--- src/rtl/hamming_decoder_if.sv ---
// Bus bundle for hamming_decoder: req/done handshake plus the data-memory port.
// The decoder takes the master side; the core/memory side takes the slave side.
interface hamming_decoder_if #(
  parameter int AW = 8
);
  logic          req;
  logic          done;
  logic          busy;
  logic [AW-1:0] mem_addr;
  logic          mem_we;
  logic [7:0]    mem_wdata;
  logic [7:0]    mem_rdata;
  logic [7:0]    single_cnt;
  logic [7:0]    double_cnt;

  modport master (
    input  req, mem_rdata,
    output done, busy, mem_addr, mem_we, mem_wdata, single_cnt, double_cnt
  );

  modport slave (
    output req, mem_rdata,
    input  done, busy, mem_addr, mem_we, mem_wdata, single_cnt, double_cnt
  );
endinterface

--- src/rtl/hamming_decoder.sv ---
// SECDED Hamming decoder engine: walks NUM_WORDS codewords in data memory and writes back {flags, 11-bit message}.
// Optional error statistics counters are built when HAMMING_DEC_STATS_EN is defined.
module hamming_decoder #(
  parameter int NUM_WORDS = 15,
  parameter int SRC_BASE  = 30,
  parameter int DST_BASE  = 0,
  parameter int AW        = 8
) (
  input  logic              clk,
  input  logic              rst_n,
  hamming_decoder_if.master bus
);

  localparam int IW = (NUM_WORDS > 2) ? $clog2(NUM_WORDS) : 1;
  localparam logic [AW-1:0] SRC      = AW'(SRC_BASE);
  localparam logic [AW-1:0] DST      = AW'(DST_BASE);
  localparam logic [IW-1:0] LAST_IDX = IW'(NUM_WORDS - 1);

  typedef enum logic [2:0] {
    IDLE,
    RD_LO,
    RD_HI,
    WR_LO,
    WR_HI
  } state_t;

  state_t        r_state;
  logic [IW-1:0] r_idx;
  logic [7:0]    r_cwLo;
  logic [7:0]    r_cwHi;
  logic          r_done;

  logic [15:0]   w_cw;
  logic [3:0]    w_syn;
  logic          w_par;
  logic [15:0]   w_fix;
  logic [1:0]    w_flag;
  logic [10:0]   w_data;
  logic [7:0]    w_outLo;
  logic [7:0]    w_outHi;
  logic [AW-1:0] w_off;

  // Syndrome bit j covers every position 1..15 whose index has bit j set.
  always_comb begin
    w_cw  = {r_cwHi, r_cwLo};
    w_syn = '0;
    for (int j = 0; j < 4; j++) begin
      for (int k = 1; k < 16; k++) begin
        if (k[j]) w_syn[j] = w_syn[j] ^ w_cw[k];
      end
    end
    w_par = ^w_cw;
    w_fix = w_cw;
    if ((w_syn != 4'd0) && w_par) w_fix[w_syn] = ~w_cw[w_syn];
    case ({(w_syn != 4'd0), w_par})
      2'b00:   w_flag = 2'b00;
      2'b10:   w_flag = 2'b10;
      default: w_flag = 2'b01;
    endcase
    w_data  = {w_fix[15:9], w_fix[7:5], w_fix[3]};
    w_outLo = w_data[7:0];
    w_outHi = {w_flag, 3'b000, w_data[10:8]};
  end

  assign w_off = AW'({r_idx, 1'b0});

  always_comb begin
    bus.mem_addr  = '0;
    bus.mem_we    = 1'b0;
    bus.mem_wdata = '0;
    case (r_state)
      RD_LO: bus.mem_addr = SRC + w_off;
      RD_HI: bus.mem_addr = SRC + w_off + AW'(1);
      WR_LO: begin
        bus.mem_addr  = DST + w_off;
        bus.mem_we    = 1'b1;
        bus.mem_wdata = w_outLo;
      end
      WR_HI: begin
        bus.mem_addr  = DST + w_off + AW'(1);
        bus.mem_we    = 1'b1;
        bus.mem_wdata = w_outHi;
      end
      default: ;
    endcase
  end

  always_ff @(posedge clk or negedge rst_n) begin
    if (!rst_n) begin
      r_state <= IDLE;
      r_idx   <= '0;
      r_cwLo  <= '0;
      r_cwHi  <= '0;
      r_done  <= 1'b0;
    end else begin
      case (r_state)
        IDLE: begin
          if (bus.req) begin
            r_state <= RD_LO;
            r_idx   <= '0;
            r_done  <= 1'b0;
          end
        end
        RD_LO: begin
          r_cwLo  <= bus.mem_rdata;
          r_state <= RD_HI;
        end
        RD_HI: begin
          r_cwHi  <= bus.mem_rdata;
          r_state <= WR_LO;
        end
        WR_LO: r_state <= WR_HI;
        WR_HI: begin
          r_idx <= r_idx + IW'(1);
          if (r_idx == LAST_IDX) begin
            r_state <= IDLE;
            r_done  <= 1'b1;
          end else begin
            r_state <= RD_LO;
          end
        end
        default: r_state <= IDLE;
      endcase
    end
  end

  assign bus.done = r_done;
  assign bus.busy = (r_state != IDLE);

`ifdef HAMMING_DEC_STATS_EN
  logic [7:0] r_singleCnt;
  logic [7:0] r_doubleCnt;

  // Counts are taken once per word as it leaves WR_HI, saturating at 255.
  always_ff @(posedge clk or negedge rst_n) begin
    if (!rst_n) begin
      r_singleCnt <= '0;
      r_doubleCnt <= '0;
    end else if ((r_state == IDLE) && bus.req) begin
      r_singleCnt <= '0;
      r_doubleCnt <= '0;
    end else if (r_state == WR_HI) begin
      if ((w_flag == 2'b01) && (r_singleCnt != 8'hFF)) r_singleCnt <= r_singleCnt + 8'd1;
      if ((w_flag == 2'b10) && (r_doubleCnt != 8'hFF)) r_doubleCnt <= r_doubleCnt + 8'd1;
    end
  end

  assign bus.single_cnt = r_singleCnt;
  assign bus.double_cnt = r_doubleCnt;
`else
  assign bus.single_cnt = 8'd0;
  assign bus.double_cnt = 8'd0;
`endif

endmodule

--- src/flat_wrapper.sv ---
// flat-port wrapper written by rule: the top's interface ports become plain ports
module hamming_decoder_flat 
#(
  parameter int NUM_WORDS = 15,
  parameter int SRC_BASE  = 30,
  parameter int DST_BASE  = 0,
  parameter int AW        = 8
)
  (clk, rst_n, bus_req, bus_mem_rdata, bus_done, bus_busy, bus_mem_addr, bus_mem_we, bus_mem_wdata, bus_single_cnt, bus_double_cnt);
  hamming_decoder_if #(.AW(AW)) bus_i ();
  input  logic clk;
  input  logic rst_n;
  input wire logic [$bits(bus_i.req)-1:0] bus_req;
  input wire logic [$bits(bus_i.mem_rdata)-1:0] bus_mem_rdata;
  output wire logic [$bits(bus_i.done)-1:0] bus_done;
  output wire logic [$bits(bus_i.busy)-1:0] bus_busy;
  output wire logic [$bits(bus_i.mem_addr)-1:0] bus_mem_addr;
  output wire logic [$bits(bus_i.mem_we)-1:0] bus_mem_we;
  output wire logic [$bits(bus_i.mem_wdata)-1:0] bus_mem_wdata;
  output wire logic [$bits(bus_i.single_cnt)-1:0] bus_single_cnt;
  output wire logic [$bits(bus_i.double_cnt)-1:0] bus_double_cnt;
  assign bus_i.req = bus_req;
  assign bus_i.mem_rdata = bus_mem_rdata;
  assign bus_done = bus_i.done;
  assign bus_busy = bus_i.busy;
  assign bus_mem_addr = bus_i.mem_addr;
  assign bus_mem_we = bus_i.mem_we;
  assign bus_mem_wdata = bus_i.mem_wdata;
  assign bus_single_cnt = bus_i.single_cnt;
  assign bus_double_cnt = bus_i.double_cnt;
  hamming_decoder #(.NUM_WORDS(NUM_WORDS), .SRC_BASE(SRC_BASE), .DST_BASE(DST_BASE), .AW(AW)) u_core (.clk(clk), .rst_n(rst_n), .bus(bus_i));
endmodule
--- config.mk ---
export PLATFORM = sky130hd
export DESIGN_NAME = hamming_decoder_flat
export DESIGN_NICKNAME = d
export VERILOG_FILES = /design/src/rtl/hamming_decoder_if.sv /design/src/rtl/hamming_decoder.sv /design/src/flat_wrapper.sv
export SDC_FILE = /design/constraint.sdc
export NUM_CORES = 1
export LEC_CHECK = 0
export CORE_MARGIN = 2
export CORE_UTILIZATION = 30
export DETAILED_ROUTE_END_ITERATION = 7
export DONT_BUFFER_PORTS = 1
export PLACE_DENSITY = 0.47
export SLEW_MARGIN = 20
export SYNTH_ARGS = -nofsm -noshare
export SYNTH_HDL_FRONTEND = slang
export SYNTH_SLANG_ARGS = --single-unit
--- constraint.sdc ---
create_clock -name clk -period 6.15 [get_ports clk]
set_input_delay 1.23 -clock clk [delete_from_list [all_inputs] [get_ports clk]]
set_output_delay 1.23 -clock clk [all_outputs]
set_load 0.05 [all_outputs]
==> reports/qor.txt, run 1 <==
==========================================================================
Root buffer cell                                                  clkbuf_8
Reg2reg setup slack                                                4550 ps
Post-synthesis cell type with the largest combined area            dfrtp_1
Final period util                                                    0.819
Average wire per cell in the routed design                         15.5 µm
I/O Pins                                                                46
Main flop type after synthesis                                     dfrtp_1
Number of setup buffers added after CTS                                  0
Post-layout minimum cycle time                                     5040 ps
Number of buffers inserted by hold repair at cts                         0
Final-stage net count                                                  238
Vias in the first global route                                       1,496
Async set-or-reset flop fraction in the synthesized netlist           1.00
Unique cell type count in the Yosys netlist                             56
Synthesis-to-finish area growth                                      3.59%
CTS tree                                                               yes
Logic depth of the worst register-to-register path                       3
TritonRoute pass-1 iters                                                 5
Class of the most critical setup path                              reg2out
Die boundary width                                                 88.1 µm
Synthesized netlist cell count                                         225
WHS Endpoint                                                  u_core.r_state[0]
Largest net degree at the start of global routing                       25
Total track usage                                                    0.134
Final Slew Violations                                                    0
Share of the synthesized area in the top cell type                   0.283
Post-synthesis cell area                                          2120 µm²
Skew-Pair Late Insertion Delay                                      260 ps
Maximum operating frequency                                        199 MHz
Area of the core                                                  6830 µm²
Min-delay worst type                                               reg2reg
Area contributors post-synth                                  dfrtp_1 28%, mux2_2 8.5%, buf_4 7.1%
Number of design rule violations left after detail routing               0
Total Neg Setup Slack                                                 0 ps
YS warnings                                                              0
Via Count                                                            1,616
Worst-path maximum fanout                                                9
Number of setup violations in the final report                           0
Detailed router's first-iteration violation count                      187
First-pass GRT wire length                                         8110 µm
Number of antenna-violating nets in the routed design                    0
TritonCTS Buffers                                                        3
Post-DP HPWL                                                       3810 µm
Clock sinks                                                             24
Kind of launch point of the worst setup path                          flop
Worst clock skew                                                   2.40 ps
Count of antenna diodes in the layout                                    0
Congestion Overflow GR                                                   0
Routability congestion estimate from global placement                0.900
Initial antenna violation count                                          0
Destination of the worst register-to-register timing path     u_core.r_idx[2]
Critical Path Sink Type                                       primary output
Initial core utilization                                             0.311
Die Area                                                          7770 µm²
Clk pin slew, worst setup/hold paths                                 80 ps
Ratio of cells with drive above 1 in the final layout                0.185
Standard-cell row count                                                 30
Hold Path Depth                                                          1
Number of port buffers                                                   0
Worst r2r src                                                 u_core.r_state[1]
Htree depth                                                              1
EDFF count, synth                                                        0
Flip-flop and latch count after synthesis                               24
Detail-routed via count per cell                                      5.08
Mean Syn Cell Area                                                9.44 µm²
WP data arrival                                                    3810 ps
Total detailed-routing wirelength                                  4930 µm
Max-capacitance violation count                                          0
Hold path startpoint                                          u_core.r_state[0]
Required time of the worst setup path                              4920 ps
Die Ht                                                             88.1 µm
Number of hold violations in the final report                            0
Status                                                        finished, final reports clean
Worst Max-Slew Pin Slew                                            1010 ps
Buffer depth of the longest clock path                                   2
Relative slew slack                                                  0.325
Part of the Yosys area used for sequential elements                  0.283
Unrepaired setup endpoints after global routing                      false
Resized Gates After CTS                                                  0
==========================================================================
-- cell usage after synthesis, drive strengths merged, types with 4 or more instances --
library cell and number:
a41oi 4, buf 24, clkbuf 5, dfrtp 24
inv 8, mux2 17, mux2i 4, nand2 20
nand3 11, nor2 15, nor3 7, o21ai 10
o22ai 5, xnor2 16, xor2 7
-- layer usage --
metal  track usage  vias up  routed length [µm]
met3        0.0217        6                 304
li1              -      765                   -
met4        0.0358        0                  50
met5             0        -                   0
met2         0.203       58                2210
met1         0.200      787                2370
-- cells in the final DEF (no fill, tap or decap), types with 3 or more instances in the layout --
cell type / netlist / routed
a41oi_1: 4 / 4
buf_4: 20 / 6
clkbuf_8: 0 / 3
conb_1: 1 / 18
dfrtp_1: 24 / 24
ha_1: 3 / 3
inv_1: 8 / 8
mux2_2: 16 / 16
mux2i_1: 4 / 4
nand2_1: 20 / 20
nand3_1: 11 / 11
nor2_1: 15 / 15
nor3_1: 7 / 7
nor3b_1: 3 / 3
o21ai_0: 8 / 5
o21ai_1: 2 / 5
o22ai_1: 5 / 5
xnor2_1: 14 / 14
xor2_1: 6 / 6
-- cell type report --
class | instances | area [µm²]
fillers | 723 | 4630
multi-input cells | 181 | 1360
flip-flops and latches | 24 | 601
well taps | 96 | 120
repair buffers | 6 | 45.0
clock buffers | 3 | 41.3
inverters | 8 | 30.0
-- through the flow --
step / worst slack [ps] / instances / hold slack, ps / area (µm²) / utilization
finish: 1110 / 318 / 552 / 2200 / 0.322
global route: 892 / 318 / 599 / 2200 / 0.322
CTS: 1100 / 318 / 553 / 2200 / 0.322
detailed placement: 1400 / 315 / 541 / 2160 / 0.316
global placement: 1390 / 315 / 548 / 2150 / 0.315
floorplan: 1380 / 242 / 490 / 2190 / -
-- state kept, by name, summed over array words and instances, names as in the netlist --
register,cells
u_core.r_state,3
u_core.r_idx,4
u_core.r_cwHi,8
u_core.r_cwLo,8
u_core.bus.done,1
-- cells by family after synthesis --
logic type               Yosys count  share of synthesized area
AO/OA/AOI/OAI                     40                      0.144
XOR/XNOR                          26                      0.144
adder cells (fa/ha/maj)            3                     0.0177
buffers and inverters             37                      0.108
flip-flops                        24                      0.283
multiplexers                      23                      0.132
other                              1                    0.00177
AND/OR/NAND/NOR                   71                      0.170
-- worst max-delay path: stages, from the launching register on --
cell and delay (ps):
dfrtp_1 520, xnor2_1 260, xnor3_2 430, xnor2_2 420
mux4_2 590, a32oi_2 220, or4b_4 530, o211ai_2 560
-- worst max-delay path by stage --
stage                                start  depth (start not counted)                to  slack [ps]
after CTS                 u_core.r_cwHi[7]                          7  bus_mem_wdata[2]        1100
final                     u_core.r_cwHi[7]                          7  bus_mem_wdata[2]        1110
after global routing      u_core.r_cwHi[3]                          7  bus_mem_wdata[2]         890
after global placement    u_core.r_cwHi[6]                          7  bus_mem_wdata[2]        1390
after floorplan           u_core.r_cwHi[7]                          8  bus_mem_wdata[3]        1380
after detailed placement  u_core.r_cwHi[7]                          7  bus_mem_wdata[2]        1400
Power of run 1 is left out: the tool's default activity adds up to more than one toggle a clock period on the data nets, which glitch-free logic cannot reach.
==> run 2: changes to the inputs <==
--- a/config.mk
+++ b/config.mk
@@ -9,7 +9,7 @@
 export CORE_UTILIZATION = 30
 export DETAILED_ROUTE_END_ITERATION = 7
 export DONT_BUFFER_PORTS = 1
-export PLACE_DENSITY = 0.47
+export PLACE_DENSITY = 0.48
 export SLEW_MARGIN = 20
 export SYNTH_ARGS = -nofsm -noshare
 export SYNTH_HDL_FRONTEND = slang
==> constraint.sdc (replaced) <==
create_clock -name clk -period 4.2 [get_ports clk]
set_input_delay 0.84 -clock clk [delete_from_list [all_inputs] [get_ports clk]]
set_output_delay 0.84 -clock clk [all_outputs]
set_load 0.05 [all_outputs]
==> run 2 against run 1 <==
- cell count up 8.2%
- clock-buffer cell count grew 1
- sequential cell count unchanged
- wire length grew 2.4%
- die area unchanged
- worst hold slack got worse by 300 ps
- global-route usage grew 0.40 points
- via count is 4.9% higher
- first-iteration DRC count decreased by 15%
- utilization grew 4.7 points
==> reports/qor.txt, run 2 (same netlist as run 1, synthesis figures left out) <==
=========================================================================
Clock sinks                                                            24
Relative slew slack                                                 0.634
Clk pin slew, worst setup/hold paths                                90 ps
Kind of launch point of the worst setup path                         flop
Destination of the worst register-to-register timing path    u_core.r_idx[3]
Worst path top cell family by delay                          XOR/XNOR gates
Htree depth                                                             1
Vias in the first global route                                      1,628
Status                                                       finished, final reports clean
Initial antenna violation count                                         0
Reg2reg setup slack                                               2620 ps
Worst slack, placed                                                167 ps
Unrepaired setup endpoints after global routing                      true
Filler Cell Count                                                     712
Max-capacitance violation count                                         0
Worst Max-Slew Pin Slew                                            548 ps
TritonRoute pass-1 iters                                                4
Total Neg Setup Slack                                                0 ps
Hold slack final                                                   253 ps
Number of setup violations in the final report                          0
Logic depth of the worst register-to-register path                      3
Largest net degree at the start of global routing                      25
Min-delay worst type                                             in2async
Total buffers and inverters traversed by the critical path              1
Worst r2r src                                                u_core.r_state[1]
Root buffer cell                                                 clkbuf_8
Area of the core                                                 6830 µm²
Number of port buffers                                                  0
Detailed router's first-iteration violation count                     159
Slowest cell delay on critical path                                570 ps
Required time of the worst setup path                             3360 ps
Class of the most critical setup path                             reg2out
Initial core utilization                                            0.311
Commonest non-fill, non-tap cells in the layout              27 x buf_4, 23 x dfrtp_1, 20 x nand2_1
Number of antenna-violating nets in the routed design                   0
Standard-cell row count                                                30
Congestion Overflow GR                                                  0
Area of the multi-input gates                                    1430 µm²
Detail-routed via count per cell                                     4.93
Count of antenna diodes in the layout                                   0
Via Count                                                           1,695
Ratio of cells with drive above 1 in the final layout               0.302
Area post-placement                                              2350 µm²
Cell breakdown of the critical path                          xnor3_1, xnor3_2, xnor2_4, mux4_2, a32oi_2, or4b_4, o211ai_4, buf_12
Skew-Pair Late Insertion Delay                                     270 ps
Critical Path Slowest Stage Cell                                   or4b_4
Average wire per cell in the routed design                        14.7 µm
I/O Pins                                                               46
Minimum setup slack in the final design                           47.3 ps
CTS tree                                                              yes
Synthesis-to-finish area growth                                     18.7%
Die Area                                                         7770 µm²
Number of design rule violations left after detail routing              0
First-pass GRT wire length                                        8420 µm
Die Ht                                                            88.1 µm
Maximum operating frequency                                       241 MHz
Die boundary width                                                88.1 µm
Post-DP HPWL                                                      3830 µm
Total track usage                                                   0.138
Routability congestion estimate from global placement               0.873
Final Slew Violations                                                   0
Buffer depth of the longest clock path                                  2
Area taken by flip-flops and latches                              602 µm²
Final Cell Area                                                  2520 µm²
Post-layout minimum cycle time                                    4150 ps
WP data arrival                                                   3310 ps
Worst-path maximum fanout                                               4
Worst clock skew                                                  5.27 ps
Commonest non-fill, non-tap cell in the layout                      buf_4
Critical Path Sink Type                                      primary output
Final period util                                                   0.989
Total detailed-routing wirelength                                 5050 µm
Final-stage net count                                                 263
Regs by FF count                                             u_core.r_cwHi: 8 flops, u_core.r_cwLo: 8 flops, u_core.r_idx: 4 flops
TritonCTS Buffers                                                       3
Number of hold violations in the final report                           0
=========================================================================
-- run 2: changes by cell type in the layout (fill, tap and decap cells not counted), moves of 2 or more --
cell | previous run | this run
mux2i_1 | 4 | 2
buf_12 | 0 | 4
xnor2_2 | 2 | 4
xnor2_1 | 14 | 11
buf_4 | 6 | 27
mux2i_4 | 0 | 2
-- run 2: through the flow --
stage                util  cells
floorplan               -    242
global placement    0.344    333
detailed placement  0.344    333
CTS                 0.358    340
global route        0.369    344
finish              0.369    344
-- run 2: repair_timing --
item | in CTS | in global routing
hold buffers | 0 | 0
gates resized for setup | 3 | 7
endpoints found under the hold margin | 0 | 0
endpoints found under the setup margin | 4 | 4
pin swaps | 0 | 2
buffers inserted | 3 | 4
cloned | 0 | 0
-- run 2: how the worst max path moves through the flow --
| stage | from | endpoint | slack (ps) | cells after the start |
|---|---|---|---|---|
| global route | u_core.r_cwLo[3] | bus_mem_wdata[2] | -50 | 8 |
| detailed placement | u_core.r_cwLo[3] | bus_mem_wdata[2] | 170 | 8 |
| finish | u_core.r_cwLo[3] | bus_mem_wdata[2] | 50 | 8 |
| global placement | u_core.r_cwLo[3] | bus_mem_wdata[2] | 220 | 8 |
| floorplan | u_core.r_cwHi[7] | bus_mem_wdata[3] | 50 | 8 |
| CTS | u_core.r_cwLo[5] | bus_mem_wdata[4] | 0.5 | 8 |
-- run 2: layer usage --
layer / wire length, µm / GRT usage
met1: 2450 / 0.204
met2: 2230 / 0.200
met3: 284 / 0.0264
met4: 87 / 0.0523
met5: 0 / 0
-- run 2: layout make-up --
cell class	count	area share
clock buffers	4	0.0218
inverters	8	0.0119
multi-input cells	181	0.568
flip-flops and latches	24	0.239
well taps	96	0.0476
repair buffers	31	0.112
Power of run 2 is left out for the same reason.
